## src/rtl/if_fetch_unit.sv

```systemverilog
// Purpose: instruction-fetch front end. It holds the PC, fetches imem[pc] over req/ack, and hands the word to decode.
// Latency: inst_valid rises one cycle after the ack cycle. With zero-wait memory a fetch takes 2 cycles per instruction.
// Backpressure: decode stalls by holding inst_ready low in HOLD, which freezes every register. Memory stalls by withholding ack.
module if_fetch_unit #(
  parameter logic [31:0] RESET_PC = 32'h0000_0000,
  parameter int unsigned MAX_WAIT = 16
) (
  input  logic        clk,
  input  logic        rst,
  input  logic [31:0] npc,
  output logic [31:0] pc,
  output logic        imem_req,
  output logic [31:0] imem_addr,
  input  logic        imem_ack,
  input  logic [31:0] imem_rdata,
  output logic [31:0] inst,
  output logic        inst_valid,
  input  logic        inst_ready,
  output logic        fetch_err,
  output logic [31:0] fetch_cnt
);

  typedef enum logic [1:0] {
    IDLE = 2'd0,
    REQ  = 2'd1,
    HOLD = 2'd2,
    ERR  = 2'd3
  } state_t;

  // MAX_WAIT is limited to 1..255, so an 8-bit wait counter always holds it.
  localparam logic [7:0] WAIT_LIMIT = 8'(MAX_WAIT);

  state_t     state;
  logic [7:0] wait_cnt;

  // The fetch address is the architectural PC. The next value comes only from the NPC unit.
  assign imem_addr = pc;

  // Fetch sequencer. imem_req and inst_valid are registered together with the state they belong to.
  always_ff @(posedge clk) begin
    if (!rst) begin
      state      <= IDLE;
      pc         <= RESET_PC;
      inst       <= '0;
      fetch_cnt  <= '0;
      fetch_err  <= 1'b0;
      wait_cnt   <= '0;
      imem_req   <= 1'b0;
      inst_valid <= 1'b0;
    end else begin
      case (state)
        IDLE: begin
          state    <= REQ;
          imem_req <= 1'b1;
        end

        REQ: begin
          if (imem_ack) begin
            // An ack always wins, even in the cycle that would otherwise time out.
            inst       <= imem_rdata;
            wait_cnt   <= '0;
            state      <= HOLD;
            imem_req   <= 1'b0;
            inst_valid <= 1'b1;
          end else if (wait_cnt + 8'd1 == WAIT_LIMIT) begin
            wait_cnt  <= wait_cnt + 8'd1;
            fetch_err <= 1'b1;
            state     <= ERR;
            imem_req  <= 1'b0;
          end else begin
            wait_cnt <= wait_cnt + 8'd1;
          end
        end

        HOLD: begin
          if (inst_ready) begin
            // A misaligned target is still loaded, so it can be inspected after the error.
            pc         <= npc;
            fetch_cnt  <= fetch_cnt + 32'd1;
            inst_valid <= 1'b0;
            if (npc[1:0] != 2'b00) begin
              fetch_err <= 1'b1;
              state     <= ERR;
            end else begin
              state    <= REQ;
              imem_req <= 1'b1;
            end
          end
        end

        ERR: begin
          // Terminal state. Only reset leaves it, and pc and fetch_cnt stay frozen.
          imem_req   <= 1'b0;
          inst_valid <= 1'b0;
        end

        default: begin
          state      <= ERR;
          fetch_err  <= 1'b1;
          imem_req   <= 1'b0;
          inst_valid <= 1'b0;
        end
      endcase
    end
  end

endmodule

```

## config.mk

```make
export PLATFORM = sky130hd
export DESIGN_NAME = if_fetch_unit
export DESIGN_NICKNAME = d
export VERILOG_FILES = /design/src/rtl/if_fetch_unit.sv
export SDC_FILE = /design/constraint.sdc
export NUM_CORES = 1
export LEC_CHECK = 0
export ABC_AREA = 1
export CAP_MARGIN = 30
export CORE_ASPECT_RATIO = 0.7
export CORE_MARGIN = 10
export CORE_UTILIZATION = 30
export CTS_CLUSTER_DIAMETER = 40
export DETAILED_ROUTE_END_ITERATION = 10
export PLACE_DENSITY = 0.7
export SYNTH_ARGS = -nofsm -noshare
export SYNTH_HDL_FRONTEND = slang
export SYNTH_SLANG_ARGS = --single-unit
```

## constraint.sdc

```tcl
create_clock -name clk -period 1.77 [get_ports clk]
set_input_delay 0.354 -clock clk [delete_from_list [all_inputs] [get_ports clk]]
set_output_delay 0.354 -clock clk [all_outputs]
set_load 0.05 [all_outputs]
```

== Word level (Yosys, flattened, before mapping) ==
Index checks and enable logic that the tools add are counted.
Cells by class
  reductions and logical operators: 11
  $add $sub $neg: 2
  equal/unequal tests: 11
  multiplexer cells: 19
Operators by type and width (count)
  adder 32 x 1 -> 32 bit, second input constant: 1
  != test 2 bit, second input constant: 6
  two-way mux 1 bit: 10
  AND reduction 3 bit: 3
  adder 8 x 1 -> 8 bit, second input constant: 1
  == test 8 x 5 -> 1 bit, second input constant: 1
  two-way mux 2 bit: 4
  two-way mux 8 bit: 1
  one-hot mux 2 bit (3 select lines): 1
  nonzero test 3 bit: 2
  AND reduction 5 bit: 1
  == test 2 bit, second input constant: 2
  one-hot mux 1 bit (4 select lines): 1
  AND reduction 2 bit: 2
  nonzero test 2 bit: 2
  != test 3 bit, second input constant: 1
  one-hot mux 1 bit (3 select lines): 1
  == test 2 x 1 -> 1 bit, second input constant: 1
  logical NOT 2 bit: 1
  one-hot mux 1 bit (2 select lines): 1
Word-level totals
  register bits after elaboration: 109
  bits of input ports: 68
  logic and storage cells: 51

== Logic depth before layout (Yosys ltp) ==
Gate-level depths: netlist of the first run.
  depth after elaboration: 5
  gate-level depth with buffers: 11
  mapped depth without buffers: 11

== Least setup slack after synthesis of the first run ==
OpenSTA, ideal clock, no wires.
  path kind: flip-flop to flip-flop
  start: register fetch_cnt[1]
  end: register fetch_cnt[30]
  slack: -117 ps
  buffers on the path: 0
  arrival time: 1772 ps
  required time: 1656 ps
  cell stages (with the launch flop): 11
  cells stage by stage: dfxtp_1 ha_1 nand3_1 inv_1 nand2_1 nor2_2 nand4_2 nor3_1 nand2_1 nand2_1 nor2_1
On the way
  longest elaborated chain between the ends: 1
RTL lines
  start: declaration: line 20  | output logic [31:0] fetch_cnt
  start signal: assignment: line 79  | fetch_cnt <= fetch_cnt + 32'd1;
  adder 32 x 1 -> 32 bit: line 79
Every way passes these cells.
A chain may end at the register's enable or synchronous reset.

== Worst setup path in the final report of the first run ==
  start: input port inst_ready
  end: register fetch_cnt[23]
On the way
  longest elaborated chain between the ends: 1
RTL lines
  start: declaration: line 18  | input logic inst_ready,
  AND reduction 2 bit (no line)
Every way passes these cells.

==> results of run 1 <==
[final timing paths]
kind	cells after the start	slack (ns)	endpoint
worst max-delay path	10	0.13	fetch_cnt[23]
worst min-delay path	2	0.47	fetch_err
worst max register to register	9	0.13	fetch_cnt[18]
worst min register to register	2	0.47	fetch_err
[registers in the layout (all words and copies together), names as in the netlist]
register    flops
fetch_cnt      32
imem_addr      32
inst           32
wait_cnt        8
state           2
fetch_err       1
imem_req        1
inst_valid      1
[stage by stage]
stage	hold WS (ns)	std cells	util [%]	area, um^2
2_1_floorplan	0.458	657	-	4810
3_3_place_gp	0.454	1029	42.6	6650
3_5_place_dp	0.467	1029	42.6	6650
4_1_cts	0.483	1044	44.3	6910
5_1_grt	0.498	1044	44.8	6980
6_report	0.471	1044	44.8	6980
[cell usage in the layout, fill, tap and decap left out, types with 2 or more instances in the layout]
cell type / instances
clkdlybuf4s50_1: 66
xor2_1: 8
o21a_1: 2
o21ai_0: 77
dfxtp_1: 106
xnor2_1: 5
clkbuf_16: 9
nand4_1: 5
buf_12: 4
nor2_1: 178
inv_2: 4
nand3_1: 17
ha_1: 3
nor3_2: 3
inv_1: 38
nand2_2: 5
nor2_4: 8
clkinv_2: 3
o21ai_1: 3
nor3_1: 12
nand2_1: 76
a21oi_1: 29
buf_4: 158
nand3_2: 3
dfxtp_2: 3
[critical path, delay by kind of cell]
kind | cells | cell delay (ns)
AND/OR/NAND/NOR | 7 | 0.71
buffers and inverters | 2 | 0.66
XOR/XNOR | 1 | 0.14
[report_power, final]
part           internal (mW)  total [mW]  switching, mW
sequential              2.84        3.10          0.260
clock                  0.948        1.86          0.913
combinational           1.26        3.99           2.73
[cell type report]
cell class              count  share of cell area [%]
well taps                 200                    3.58
repair buffers            229                    27.7
clock inverters             6                   0.573
clock buffers               9                    3.23
multi-input cells         448                    31.3
inverters                  43                    2.31
flip-flops and latches    109                    31.3
[layer usage]
layer | vias to the layer above | global-route usage [%] | part of all wire (%)
li1 | 2436 | - | -
met1 | 2075 | 17.4 | 46
met2 | 190 | 19.1 | 40
met3 | 10 | 6.99 | 13
met4 | 0 | 2.65 | 0.97
met5 | - | 0 | 0
[logic make-up (layout without fill, tap and decap cells)]
| logic type | count (synthesis) | count (layout) |
|---|---|---|
| flops | 109 | 109 |
| xor+xnor | 13 | 13 |
| buf+inv | 100 | 287 |
| fa+ha+maj | 5 | 5 |
| compound gates | 114 | 114 |
| simple gates | 316 | 316 |
[what timing repair did]
item,in CTS,in global routing
setup endpoints to repair,0,18
buffers inserted,0,0
gates resized for setup,0,18
==> impl_metrics.ini, run 1 <==
[status]
outcome = completed

[setup_path]
slowest_stage = clkdlybuf4s50_1
cp.arrival_ns = 1.87
cpPeakStageDelay_ns = 0.59
cp_max_fo = 8
crit_start = inst_ready
start_kind = input pin
critPathKind = in2reg
worstPathCellList = clkdlybuf4s50_1 > nand2_8 > inv_2 > nand2_1 > nor2_4 > nand2_2 > nor2_4 > nand2_1 > xor2_1 > nor2_1
cp.required_ns = 2.00
rr_startpoint = fetch_cnt[1]
cp-end-kind = flip-flop

[global_routing]
gr-total-overflow = 0
grtUsageTotal_pct = 13.3
first_global_vias = 4354
grt_max_degree = 57
antenna_found_initial = 0
grt_pass1_wl_mm = 23.4

[clocking]
insertion_delay_ns = 0.34
htree_levels = 3
clkTransAtPathRegs_ns = 0.07
cts_tree = done
cts_buffers = 9
cts_buffer_depth = 2
postCtsHoldBufs = 0
cts_sinks = 109
clockRootBuffer = clkbuf_16

[detailed_routing]
postRouteAntennaNets = 0
first_pass_iters = 4
drt_iter0_drc = 341
wl_per_cell_um = 14.6
drc = 0
wirelength_mm = 15.2
vias_per_cell = 4.51
vias = 4711

[sta]
hold_viol_final = 0
setup_violations = 0
maxSlewViolCount = 0
fin_worst_skew_ns = 0.00804
slew_headroom_pct = 67.6
post-route-period-util_pct = 92.9
fin_crit_ns = 1.64
worst_pin_slew_ns = 0.486
fmax_ghz = 0.608
setup_slack_ns = 0.126
rsz0062_at_grt = true
finalSetupTns_ns = 0

[logic_synthesis]
synth_compound_area_share_pct = 12.1
yosys.area_share.xor_xnor_pct = 2.37
yosys.area.top_type_share_pct = 45.4
synth_edf_count = 0
avgSynthCellArea_um2 = 7.31
yosys-top-cells-count = 178 x nor2_1, 109 x dfxtp_1, 80 x o21ai_0
synth_area_leader_cell = dfxtp_1
post-synth-top-count-cell = nor2_1
syn_area_um2 = 4800
ys_async_sr_fraction_pct = 0
syn_inst = 657
synth-seq-cells = 109
synthSimpleGateAreaFrac_pct = 28.3
synth-main-ff-cell = dfxtp_1
yosys_warnings = 0
ys_seq_area_share_pct = 45.4
synth_area_leaders = dfxtp_1 45%, nor2_1 14%, o21ai_0 8.3%
yosysUniqueCellTypes = 33
synthAdderAreaFrac_pct = 1.30
synthMuxAreaShare_pct = 0
synth_nets = 730
synth_top_family_by_area = simple AND/OR/NAND/NOR gates

[die]
pin_count = 199
row_count = 38
die_x_um = 171
die_area_um2 = 21600
chipHeight_um = 126
core_area_um2 = 15600
start_util_pct = 30.8

[placement]
hpwl_mm = 11.8
pre_cts_ws_ns = -0.208
portBuffers = 198
gp_congestion = 0.881

[layout]
drive_gt1_share_pct = 25.1
seq_area_um2 = 2190
fin_nets = 913
fillCellCount = 1578
num_antenna_cells = 0
area_growth_pct = 45.4
multi_input_area_um2 = 2190

[pwr]
powerDensity_nw_per_um2 = 1280
power.leakage_nw = 2.90
irDropWorstVdd_v = 0.000751
finalPower_mw = 8.95

[job]
maxCapViolCount = 0

[min_path]
hold_start = fetch_err
hold_path.class = reg2reg
No activity file was read; power rests on OpenSTA's default activity.
==> inputs of run 2 (changes only) <==
--- a/config.mk
+++ b/config.mk
@@ -9,10 +9,10 @@
 export CAP_MARGIN = 30
 export CORE_ASPECT_RATIO = 0.7
 export CORE_MARGIN = 10
-export CORE_UTILIZATION = 30
+export CORE_UTILIZATION = 43
 export CTS_CLUSTER_DIAMETER = 40
 export DETAILED_ROUTE_END_ITERATION = 10
-export PLACE_DENSITY = 0.7
+export PLACE_DENSITY = 0.9
 export SYNTH_ARGS = -nofsm -noshare
 export SYNTH_HDL_FRONTEND = slang
 export SYNTH_SLANG_ARGS = --single-unit
==> run 2 against run 1 <==
  * Clock power about the same
  * Hold slack better by 0.014 ns
  * Die area is 26% lower
  * Count of clock-buffer cells in the layout is 3 higher
  * Cell area is 2.6% lower
  * Register-to-register slack worse by 0.04 ns
  * Sequential cell count did not move
==> impl_metrics.ini, run 2 (synthesis results as in run 1) <==
[setup_path]
slowest_stage = dfxtp_1
path_buf_inv = 1
cp-end-kind = flip-flop
ff2ff_setup_slack_ns = 0.08
cp_max_fo = 6
critPathKind = reg2reg
r2r.worst_path.cells = 9
cp.arrival_ns = 1.92
cpMostUsedCell = nand3_1
cp.required_ns = 2.00
cpPeakStageDelay_ns = 0.32
cp.depth = 9
worstPathCellList = inv_1 > ha_4 > nand2_4 > nor3_1 > nand3_1 > nor2_4 > nand3_1 > o21ai_0 > a21oi_1
critical-path-top-delay-family = simple AND/OR/NAND/NOR gates
start_kind = flip-flop

[sta]
fin_crit_ns = 1.69
worst_pin_slew_ns = 0.394
maxSlewViolCount = 0
setup_violations = 0
slew_headroom_pct = 73.7
hold_viol_final = 0
holdWs_ns = 0.486
post-route-period-util_pct = 95.2
rsz0062_at_grt = true
finalSetupTns_ns = 0
fmax_ghz = 0.593
fin_worst_skew_ns = 0.00650

[detailed_routing]
vias = 4718
vias_per_cell = 4.79
postRouteAntennaNets = 0
wl_per_cell_um = 15.0
wirelength_mm = 14.8
drt_iter0_drc = 243
drc = 0
first_pass_iters = 4

[die]
core_area_um2 = 11000
die_x_um = 146
chipHeight_um = 108
die_area_um2 = 15900
row_count = 32
start_util_pct = 43.8
pin_count = 199

[layout]
area_growth_pct = 41.5
post-route-util_pct = 62.0
drive_gt1_share_pct = 23.5
fin_nets = 899
final_cells = 984
final_common_cell = nor2_1
final_cell_mix = 177 x nor2_1, 144 x buf_4, 106 x dfxtp_1
num_antenna_cells = 0

[clocking]
insertion_delay_ns = 0.34
cts_buffers = 9
clockRootBuffer = clkbuf_16
htree_levels = 3
cts_buffer_depth = 2
clkTransAtPathRegs_ns = 0.07
postCtsHoldBufs = 0
cts_tree = done
cts_sinks = 109
cts_setup_buffers = 0

[global_routing]
grt_max_degree = 86
first_global_vias = 4416
gr-total-overflow = 0
antenna_found_initial = 1
grt_pass1_wl_mm = 23.4
grtUsageTotal_pct = 18.0

[min_path]
hold_path.class = reg2reg
worstHoldPathCells = 2

[placement]
portBuffers = 198
hpwl_mm = 11.5
gp_congestion = 0.863
placed_cells = 968

[status]
outcome = completed

[job]
maxCapViolCount = 0

[pwr]
powerDensity_nw_per_um2 = 1310
irDropWorstVdd_v = 0.000702
power.leakage_nw = 2.81
==> run 2: cell count changes in the layout (fill, tap and decap cells not counted), sizes merged <==
cell / before / now
clkinv: 5 / 4
buf: 163 / 149
clkbuf: 9 / 12
inv: 43 / 42
==> run 2: layer usage <==
metal  global-route usage (%)  part of all wire [%]  wire length, um
met4                     4.20                   1.7              248
met2                     27.8                    42             6190
met3                     8.93                    11             1660
met1                     22.3                    45             6680
met5                        0                 0.088               13
==> run 2: worst reg2reg max path, stage by stage (launching register included) <==
cell and delay (ns):
dfxtp_1 0.32, inv_1 0.09, ha_4 0.17, nand2_4 0.09, nor3_1 0.21, nand3_1 0.20, nor2_4 0.18, nand3_1 0.10
o21ai_0 0.17, a21oi_1 0.06
==> run 2: timing repair <==
action,in CTS,in global routing
hold endpoints to repair,0,0
resized for setup,0,10
setup endpoints to repair,0,16
==> run 2: worst paths after layout <==
path                                start       endpoint
worst min register to register  fetch_err      fetch_err
worst max register to register   state[0]  fetch_cnt[28]
worst max-delay path             state[0]  fetch_cnt[28]
worst min-delay path            fetch_err      fetch_err
==> run 2: stage by stage <==
stage,setup slack [ns],total power [mW],instance area [um^2]
floorplan,0.00805,5.94,4810
global placement,-0.169,6.99,6480
detailed placement,-0.183,7.07,6480
CTS,0.0501,8.97,6770
global route,-0.0237,9.40,6800
finish,0.0842,8.90,6800
==> run 2: power by group <==
part / internal [mW] / switching (mW)
clock network: 1.00 / 0.876
logic: 1.21 / 2.72
registers: 2.84 / 0.262
==> run 2: area by class of cell <==
class / count / area (um^2)
clock buffer: 12 / 246
clock inverter: 4 / 33.8
timing repair buffer: 215 / 1830
inverter: 43 / 161
sequential: 109 / 2190
tap: 153 / 191
multi-input combinational: 448 / 2150
fill: 991 / 4170
==> inputs of run 3 (changes only) <==
--- a/config.mk
+++ b/config.mk
@@ -6,12 +6,12 @@
 export NUM_CORES = 1
 export LEC_CHECK = 0
 export ABC_AREA = 1
-export CAP_MARGIN = 30
 export CORE_ASPECT_RATIO = 0.7
 export CORE_MARGIN = 10
 export CORE_UTILIZATION = 43
 export CTS_CLUSTER_DIAMETER = 40
 export DETAILED_ROUTE_END_ITERATION = 10
+export GPL_TIMING_DRIVEN = 0
 export PLACE_DENSITY = 0.9
 export SYNTH_ARGS = -nofsm -noshare
 export SYNTH_HDL_FRONTEND = slang
==> run 3 against run 2 <==
  * Global-route usage rose by 1.1 points
  * First-iteration DRC count fell by 12%
  * Sequential share of layout area fell by 1.7 points
  * Power rose by 0.41%
  * Clock skew fell by 0.0015 ns
  * Worst setup slack got worse by 0.049 ns
  * Wire length rose by 8.7%
  * Clock power barely moved
  * Critical endpoint is now pc[20]
  * Largest cell class unchanged
  * Highest routed layer is now met4
==> impl_metrics.ini, run 3 (synthesis results as in run 1) <==
[sta]
fin_crit_ns = 1.73
rsz0062_at_grt = true
post-route-period-util_pct = 98.0
worst_pin_slew_ns = 0.575
slew_headroom_pct = 61.7
fin_worst_skew_ns = 0.00497
fmax_ghz = 0.577
finalSetupTns_ns = 0
setup_violations = 0
hold_viol_final = 0
maxSlewViolCount = 0

[clocking]
cts_setup_buffers = 0
cts_buffer_depth = 2
clkTransAtPathRegs_ns = 0.07
insertion_delay_ns = 0.33
cts_buffers = 9
clockRootBuffer = clkbuf_16
cts_tree = done
cts_sinks = 109
htree_levels = 3
postCtsHoldBufs = 0

[die]
die_area_um2 = 15900
core_area_um2 = 11000
die_x_um = 146
start_util_pct = 43.8
chipHeight_um = 108
pin_count = 199
row_count = 32

[detailed_routing]
first_pass_iters = 5
postRouteAntennaNets = 0
drc = 0
drt_iter0_drc = 213
wl_per_cell_um = 15.7
vias = 4973
vias_per_cell = 4.86
wirelength_mm = 16.1

[layout]
final_cell_mix = 175 x nor2_1, 126 x dlygate4sd2_1, 105 x dfxtp_1
area_growth_pct = 49.5
fin_nets = 939
num_antenna_cells = 0
final_cells = 1024
final_common_cell = nor2_1
drive_gt1_share_pct = 11.0

[setup_path]
path_buf_inv = 2
cp.required_ns = 1.42
critPathKind = reg2out
cpPeakStageDelay_ns = 0.49
cp_max_fo = 3
worstPathCellList = buf_4 > clkdlybuf4s15_1
cp.arrival_ns = 1.38
slowest_stage = clkdlybuf4s15_1
critical-path-top-delay-family = buffers and inverters
start_kind = flip-flop
cp-end-kind = primary output

[placement]
hpwl_mm = 12.9
placed_cells = 1008
portBuffers = 198
gp_congestion = 0.898

[global_routing]
antenna_found_initial = 0
grtUsageTotal_pct = 19.2
grt_max_degree = 18
gr-total-overflow = 0
grt_pass1_wl_mm = 24.7
first_global_vias = 4752

[pwr]
irDropWorstVdd_v = 0.000769
power.leakage_nw = 3.30
powerDensity_nw_per_um2 = 1250

[status]
outcome = completed

[job]
maxCapViolCount = 0

[min_path]
hold_path.class = reg2reg
run 3: power breakdown:
group,switching [mW],leakage [nW],internal (mW),total (mW)
Sequential,0.241,0.887,2.84,3.08
Combinational,2.78,2.28,1.17,3.95
Clock,0.900,0.129,1.00,1.90
run 3: layout make-up:
cell class	count	area (um^2)
fill	1029	3790
sequential	109	2190
multi-input combinational	448	2190
timing repair buffer	198	1820
buffer	57	349
clock buffer	12	246
tap	153	191
inverter	43	163
clock inverter	4	32.5
run 3: worst paths after layout:
path	startpoint	slack, ns	endpoint	cells past startpoint
max	imem_addr[20]	0.04	pc[20]	2
min	inst[12]	0.48	inst[12]	2
max reg2reg	state[0]	0.09	fetch_cnt[28]	9
min reg2reg	inst[12]	0.48	inst[12]	2
run 3: per-stage QoR:
step	area [um^2]	hold WS, ns	setup WS (ns)	total power [mW]	utilization [%]
after floorplan	4810	0.458	0.00805	5.94	-
after global placement	6980	0.460	-0.407	7.31	63.6
after detailed placement	6980	0.471	-0.470	7.39	63.6
after CTS	7120	0.482	0.0122	9.00	64.9
after global routing	7180	0.504	-0.0172	9.43	65.5
final	7180	0.478	0.0357	8.94	65.5
run 3: layer usage:
layer	global-route usage, %	vias up	part of all wire, %
li1	-	2484	-
met1	23.2	2256	42
met2	30.3	223	44
met3	9.64	10	12
met4	3.85	0	0.81
met5	0	-	0
run 3: timing repair:
action,CTS,global route
setup endpoints to repair,188,45
pin swaps,1,4
resized for setup,142,24
run 3: tightest hold or removal path, stage by stage, from the launching register on:
cell	delay, ns
dfxtp_1	0.32
nor2_1	0.04
nor2_1	0.08
